**src/rtl/uart_tx_sched.sv**
```systemverilog
// rtl/uart_tx_sched.sv - round-robin scheduler sharing one uart_tx among NUM_REQ byte requesters
// Optional UART_TX_SCHED_PRIO_EN: requester 0 has strict priority over the round-robin ring.
module uart_tx_sched #(
    parameter int NUM_REQ      = 4,
    parameter int FRAME_CYCLES = 10
) (
    input  logic                       clk,
    input  logic                       rst_n,
    input  logic [NUM_REQ-1:0]         req_valid,
    input  logic [8*NUM_REQ-1:0]       req_data,
    output logic [NUM_REQ-1:0]         req_ready,
    output logic                       tx_send,
    output logic [7:0]                 tx_data,
    output logic                       busy,
    output logic [$clog2(NUM_REQ)-1:0] grant_id
);

    localparam int GW = $clog2(NUM_REQ);
    localparam int CW = (FRAME_CYCLES > 0) ? $clog2(FRAME_CYCLES + 1) : 1;
    localparam logic [CW-1:0] CNT_INIT   = CW'(FRAME_CYCLES);
    localparam logic [GW:0]   NREQ       = (GW + 1)'(NUM_REQ);
    localparam logic [GW-1:0] GRANT_INIT = GW'(NUM_REQ - 1);

    typedef enum logic [1:0] {STARTUP, IDLE, ISSUE, WAIT} state_t;

    state_t        state, state_next;
    logic [CW-1:0] counter, counter_next;
    logic [1:0]    rst_sync;
    logic          found;
    logic [GW-1:0] winner;
    logic [GW:0]   cand_sum;
    logic [GW-1:0] cand;

    // Reset release reaches the startup counter only after two flops.
    always_ff @(posedge clk or negedge rst_n) begin
        if (!rst_n) begin
            rst_sync <= 2'b00;
        end else begin
            rst_sync <= {rst_sync[0], 1'b1};
        end
    end

    // Ring search begins one past the last grant and wraps modulo NUM_REQ.
    always_comb begin
        found    = 1'b0;
        winner   = grant_id;
        cand_sum = '0;
        cand     = '0;
        for (int k = 1; k <= NUM_REQ; k++) begin
            cand_sum = {1'b0, grant_id} + (GW + 1)'(k);
            if (cand_sum >= NREQ) begin
                cand_sum = cand_sum - NREQ;
            end
            cand = cand_sum[GW-1:0];
            if (!found && req_valid[cand]) begin
                found  = 1'b1;
                winner = cand;
            end
        end
`ifdef UART_TX_SCHED_PRIO_EN
        if (req_valid[0]) begin
            found  = 1'b1;
            winner = '0;
        end
`else
`endif
    end

    always_comb begin
        state_next   = state;
        counter_next = counter;
        req_ready    = '0;
        case (state)
            STARTUP: begin
                if (rst_sync[1]) begin
                    if (counter == '0) begin
                        state_next = IDLE;
                    end else begin
                        counter_next = counter - CW'(1);
                    end
                end
            end
            IDLE: begin
                if (found) begin
                    req_ready[winner] = 1'b1;
                    state_next        = ISSUE;
                end
            end
            ISSUE: begin
                counter_next = CNT_INIT;
                state_next   = (FRAME_CYCLES == 0) ? IDLE : WAIT;
            end
            WAIT: begin
                // FRAME_CYCLES wait cycles, so sends land FRAME_CYCLES+2 apart.
                counter_next = counter - CW'(1);
                if (counter <= CW'(1)) begin
                    state_next = IDLE;
                end
            end
            default: state_next = STARTUP;
        endcase
    end

    always_ff @(posedge clk or negedge rst_n) begin
        if (!rst_n) begin
            state    <= STARTUP;
            counter  <= CNT_INIT;
            tx_data  <= '0;
            grant_id <= GRANT_INIT;
        end else begin
            state   <= state_next;
            counter <= counter_next;
            if (state == IDLE && found) begin
                tx_data  <= req_data[{winner, 3'b000} +: 8];
                grant_id <= winner;
            end
        end
    end

    assign tx_send = (state == ISSUE);
    assign busy    = (state != IDLE);

endmodule

```
**config.mk**
```make
export PLATFORM = sky130hd
export DESIGN_NAME = uart_tx_sched
export DESIGN_NICKNAME = d
export VERILOG_FILES = /design/src/rtl/uart_tx_sched.sv
export SDC_FILE = /design/constraint.sdc
export NUM_CORES = 1
export LEC_CHECK = 0
export CORE_UTILIZATION = 45
export CTS_BUF_LIST = sky130_fd_sc_hd__clkbuf_4
export DETAILED_ROUTE_END_ITERATION = 8
export HOLD_SLACK_MARGIN = 0.06
export PLACE_DENSITY = 0.95
export SYNTH_ARGS = -nofsm -noshare
export SYNTH_HDL_FRONTEND = slang
export SYNTH_SLANG_ARGS = --single-unit
```
**constraint.sdc**
```tcl
create_clock -name clk -period 4.5 [get_ports clk]
set_input_delay 0.675 -clock clk [delete_from_list [all_inputs] [get_ports clk]]
set_output_delay 0.675 -clock clk [all_outputs]
set_load 0.02 [all_outputs]
```
Word-level counts from Yosys, hierarchy flattened
Cells that the tools add are included.

storage, ports and cells
  register bits = 18
  latch bits = 0
  bits in writable memories = 0
  ROM bits = 0
  bits of input ports = 38
  output and inout port bits = 16
  memories = 0

operators by class
  add/sub/neg operators = 9
  multipliers = 0
  div/mod/pow operators = 0
  $lt $le $gt $ge = 11
  equality and inequality tests = 9
  shifts and indexed selects = 1
  muxes and demuxes = 32
  bitwise logic cells = 0
  reductions and logical operators = 13

operator list
  cell                                                  count
  indexed part select 32 x 6 -> 8 bit                   1
  two-way mux 2 bit                                     12
  two-way mux 4 bit                                     4
  < comparator 2 x 3 -> 1 bit (second input constant)   5
  >= comparator 3 bit (second input constant)           4
  one-hot mux 4 bit (3 select lines)                    1
  inequality test 2 bit (second input constant)         5
  two-way mux 1 bit                                     9
  binary-select mux 1 bit (select 2 bit)                4
  one-hot mux 2 bit (4 select lines)                    1
  subtractor 2 x 1 -> 2 bit (second input constant)     4
  adder 2 x 2 -> 3 bit (second input constant)          2
  logical AND 1 bit                                     5
  == test 2 bit (second input constant)                 2
  <= comparator 4 x 1 -> 1 bit (second input constant)  1
  logical NOT 4 bit                                     1
  AND reduction 4 bit                                   1
  subtractor 4 x 1 -> 4 bit (second input constant)     1
  adder 2 x 1 -> 3 bit (second input constant)          1
  adder 2 x 3 -> 3 bit (second input constant)          1
  logical NOT 1 bit                                     3
  AND reduction 3 bit                                   1
  nonzero test 3 bit                                    1
  demux 1 bit (select 2 bit)                            1
  other kinds (4)                                       4

Logic depth before layout (Yosys ltp)
  depth after elaboration = 21
  gate-level depth with buffers = 7
  mapped depth without buffers = 7

Worst setup path before layout
OpenSTA, ideal clock, no wires.

  kind = flip-flop to output port
  start point = register grant_id[0]
  end point = output port req_ready[0]
  data arrival time = 1.658 ns
  data required time = 3.825 ns
  path slack = 2.167 ns
  cell stages (with the launch flop) = 7
  path through = dfstp_2 > nand2b_2 > o21ai_2 > a221oi_2 > buf_6 > inv_2 > nor2_1

on the way
  cells in the longest elaborated chain, start to end = 21
  elaborated cells on any way between the ends = 45

ends and longest elaborated chain
  what                                                                                               RTL line  RTL
  start, declared                                                                                    15        output logic [$clog2(NUM_REQ)-1:0] grant_id
  start signal, assigned                                                                             115       grant_id <= winner;
  adder 2 x 1 -> 3 bit                                                                               50        cand_sum = {1'b0, grant_id} + (GW + 1)'(k);
  >= comparator 3 bit or subtractor 2 x 1 -> 2 bit (tied branches)                                   51, 52
  two-way mux 2 bit                                                                                  51        if (cand_sum >= NREQ) begin
  binary-select mux 1 bit (select 2 bit)                                                             55        if (!found && req_valid[cand]) begin
  two-way mux 1 bit (not written as such)                                                            55
  two-way mux 1 bit                                                                                  55
  logical NOT 1 bit                                                                                  55
  logical AND 1 bit                                                                                  55
  [5 not listed]                                                                                     n/a
  logical AND 1 bit                                                                                  55
  two-way mux 2 bit                                                                                  55
  < comparator 2 x 3 -> 1 bit (not written as such) or >= comparator 2 x 1 -> 1 bit (tied branches)  85        req_ready[winner] = 1'b1;
  logical AND 1 bit (not written as such)                                                            85
  two-way mux 1 bit (not written as such)                                                            85
  demux 1 bit (select 2 bit)                                                                         85
  two-way mux 4 bit (*)                                                                              84        if (found) begin
  two-way mux 4 bit (*)                                                                              73        case (state)
  end, declared                                                                                      11        output logic [NUM_REQ-1:0] req_ready,

Mark *: on every way between the ends. The rest lies on a longest branch, timed or not. The select of a mux whose other input is x is not followed.

Worst setup path in the final report
  start point = input port req_valid[3]
  end point = output port req_ready[0]

on the way
  cells in the longest elaborated chain, start to end = 18
  elaborated cells on any way between the ends = 29

ends and longest elaborated chain
  what                                                                                               RTL line  RTL
  start, declared                                                                                    9         input logic [NUM_REQ-1:0] req_valid,
  binary-select mux 1 bit (select 2 bit)                                                             55
  two-way mux 1 bit (not written as such)                                                            55
  two-way mux 1 bit                                                                                  55
  logical NOT 1 bit                                                                                  55
  logical AND 1 bit                                                                                  55
  two-way mux 1 bit                                                                                  55
  logical NOT 1 bit                                                                                  55
  logical AND 1 bit                                                                                  55
  [2 not listed]                                                                                     n/a
  logical AND 1 bit                                                                                  55
  two-way mux 2 bit                                                                                  55
  < comparator 2 x 3 -> 1 bit (not written as such) or >= comparator 2 x 1 -> 1 bit (tied branches)  85
  logical AND 1 bit (not written as such)                                                            85
  two-way mux 1 bit (not written as such)                                                            85
  demux 1 bit (select 2 bit)                                                                         85
  two-way mux 4 bit (*)                                                                              84
  two-way mux 4 bit (*)                                                                              73

Marks and branches as above.

==> qor.yml <==
finalHoldViolCount: 0
area_delta_synth_final_pct: 49.8
synth_top_area_share_pct: 29.1
routabilityCongestion: 0.831
place_area_mm2: 0.00178
setup-tns-final_ns: 0
leakage_nw: 0.805
synth_area_per_cell_um2: 10.3
p_seq_share_pct: 27.1
r2r_end: "tx_data[7]"
synthMuxAreaShare_pct: 15.1
synth_seq_area_share_pct: 37.8
finalCritPeriodShare_pct: 80.2
core_mm2: 0.00250
numCtsBuffers: 3
first_global_vias: 1099
fp-row-count: 18
crit_path_end_kind: "output pin"
hold_end: "rst_sync[1]"
htreeDepth: 1
min_from: "rst_sync[0]"
start_util_pct: 48.2
finalSetupViolations: 0
dieHeight_um: 53.7
stdcell_count: 203
synth_fa_ha_area_share_pct: 8.31
cp.required_ns: 3.83
synth_top_family_by_area: "compound AO/OA/AOI/OAI gates"
final_common_cell: "clkdlybuf4s50_1"
cts.clk_slew.worst_paths_ns: 0.09
die-area_mm2: 0.00289
yosys.area_share.xor_xnor_pct: 0
fin_skew_ns: 0.0109
vias_per_cell: 5.40
route.detailed.drc: 0
synth_compound_area_share_pct: 20.7
synth_nets: 163
p_comb_share_pct: 65.2
pin_count: 54
synth.distinct_cells: 31
hold_path_class: "reg2reg"
netlist_top_cells_area: "dfrtp_1 29%, mux2i_1 14%, o221ai_2 10%"
grt-ovfl-total: 0
cts_buffer_depth: 2
maxCapViolations: 0
rrSetupSlack_ns: 2.30
grt_setup_unrepaired: "no"
antenna_found_initial: 0
ant_nets: 0
drt_pre_antenna_iters: 4
post_drt_wl_per_cell_um: 15.2
max_slew_margin_pct: 47.0
ir_worst_vdd_v: 0.000381
post_cts_buffers: 0
p_int_mw: 0.646
nNetsFinal: 220
synth_seq_cells: 18
r2r-start: "grant_id[0]"
synth_top_cell_by_area: "dfrtp_1"
worstRegToRegCells: 6
final_area_mm2: 0.00181
tightest_slew_ns: 0.793
outcome: "finished, final reports clean"
die_w_um: 53.7
powerDensity_mw_per_mm2: 643
maxSlewViolCount: 0
grt_max_degree: 19
p_switching_mw: 0.515
cts_sinks: 18
drive_gt1_share_pct: 15.0
cts_tree: "built"
period_needed_ns: 3.61
hold_depth: 0
netSwitchingFraction_pct: 44.4
vias: 1096
synth_simple_gate_area_share_pct: 11.8
final_cell_mix: "53 x clkdlybuf4s50_1, 17 x mux2i_1, 14 x nand2_1, 14 x dfrtp_1, 9 x inv_1"
diodes: 0
routed_wl_um: 3090
fmax_mhz: 277
root_buffer: "clkbuf_4"
io_buffers: 53
drt-initial-drc-count: 25
crit_type: "in2out"
netlist_instances: 117
place_inst: 199
critical_path.startpoint_type: "input pin"
grt_usage_pct: 24.1
syn-cell-area_mm2: 0.00120
cts_hold_buffers: 0
power.clock.fraction_pct: 7.7
worstSkewPairLatency_ns: 0.29
grt_pass1_wl_um: 4880
ctsResizeCount: 0
hpwl_um: 2540
synth.yosys.warnings: 0
crit_fanout: 12
cp.arrival_ns: 2.93
metrics by stage:
stage / hold slack [ns] / util, % / power [mW] / setup slack (ns)
2_1_floorplan: 0.331 / - / 0.810 / 2.17
3_3_place_gp: 0.333 / 71.0 / 1.03 / 1.10
3_5_place_dp: 0.346 / 71.0 / 1.08 / 0.898
4_1_cts: 0.369 / 72.2 / 1.17 / 0.894
5_1_grt: 0.374 / 72.2 / 1.25 / 0.781
6_report: 0.370 / 72.2 / 1.16 / 0.890
worst max-delay path by stage:
stage	startpoint	end	slack [ns]	cells past startpoint
2_1_floorplan	grant_id[0]	req_ready[0]	2.17	6
3_3_place_gp	req_valid[3]	req_ready[1]	1.10	8
3_5_place_dp	req_valid[3]	req_ready[0]	0.90	8
4_1_cts	req_valid[3]	req_ready[0]	0.89	8
5_1_grt	req_valid[3]	req_ready[0]	0.78	8
6_report	req_valid[3]	req_ready[0]	0.89	8
power groups by stage:
| stage | logic (mW) | clock network [mW] | registers [mW] |
|---|---|---|---|
| CTS | 0.761 | 0.0918 | 0.314 |
| global placement | 0.722 | 0 | 0.311 |
| detailed placement | 0.758 | 0 | 0.317 |
| finish | 0.757 | 0.0895 | 0.315 |
| floorplan | 0.456 | 0 | 0.354 |
| global route | 0.819 | 0.101 | 0.325 |
cells by family (layout without fill, tap and decap cells):
logic type,after synthesis,after routing
buffers and inverters,15,71
other,1,1
muxes,18,18
adders and majority gates,8,8
and+or+nand+nor,31,31
DFF,18,18
AOI/OAI and AO/OA,26,26
synthesized netlist by cell type, drive strengths merged:
| master | n |
|---|---|
| a21bo | 1 |
| a21oi | 3 |
| a221o | 1 |
| a221oi | 1 |
| a31oi | 2 |
| buf | 3 |
| clkbuf | 1 |
| conb | 1 |
| dfrtp | 14 |
| dfstp | 4 |
| ha | 8 |
| inv | 11 |
| mux2 | 1 |
| mux2i | 17 |
| nand2 | 15 |
| nand2b | 5 |
| nor2 | 8 |
| nor2b | 1 |
| nor3 | 1 |
| nor4 | 1 |
| o211ai | 1 |
| o21a | 2 |
| o21ai | 5 |
| o221ai | 8 |
| o22a | 1 |
| o22ai | 1 |
layout make-up:
cell class / instances / area (um^2)
Tap cell: 30 / 37.5
Multi-Input combinational cell: 84 / 688
Sequential cell: 18 / 455
Clock buffer: 4 / 30.0
Fill cell: 190 / 694
Timing Repair Buffer: 56 / 553
Inverter: 11 / 41.3
critical path, cell delays in order:
cell and delay, ns:
clkdlybuf4s50_1 0.48, nor4_1 0.48, nand2b_1 0.17, buf_4 0.18, inv_2 0.05, nand2_2 0.25
nor2_1 0.09, clkdlybuf4s50_1 0.56
sequential cells by signal, indices dropped and copies added (netlist names):
signal	flops
tx_data	8
counter	4
grant_id	2
rst_sync	2
state	2
metal layers:
metal	vias up	part of all wire [%]	track usage, %
met5	-	0	0
met1	532	42	29.4
met3	6	3.5	3.39
met4	0	1.8	10.1
li1	524	-	-
met2	34	52	42.0
Power figures use the tool's default switching activity.
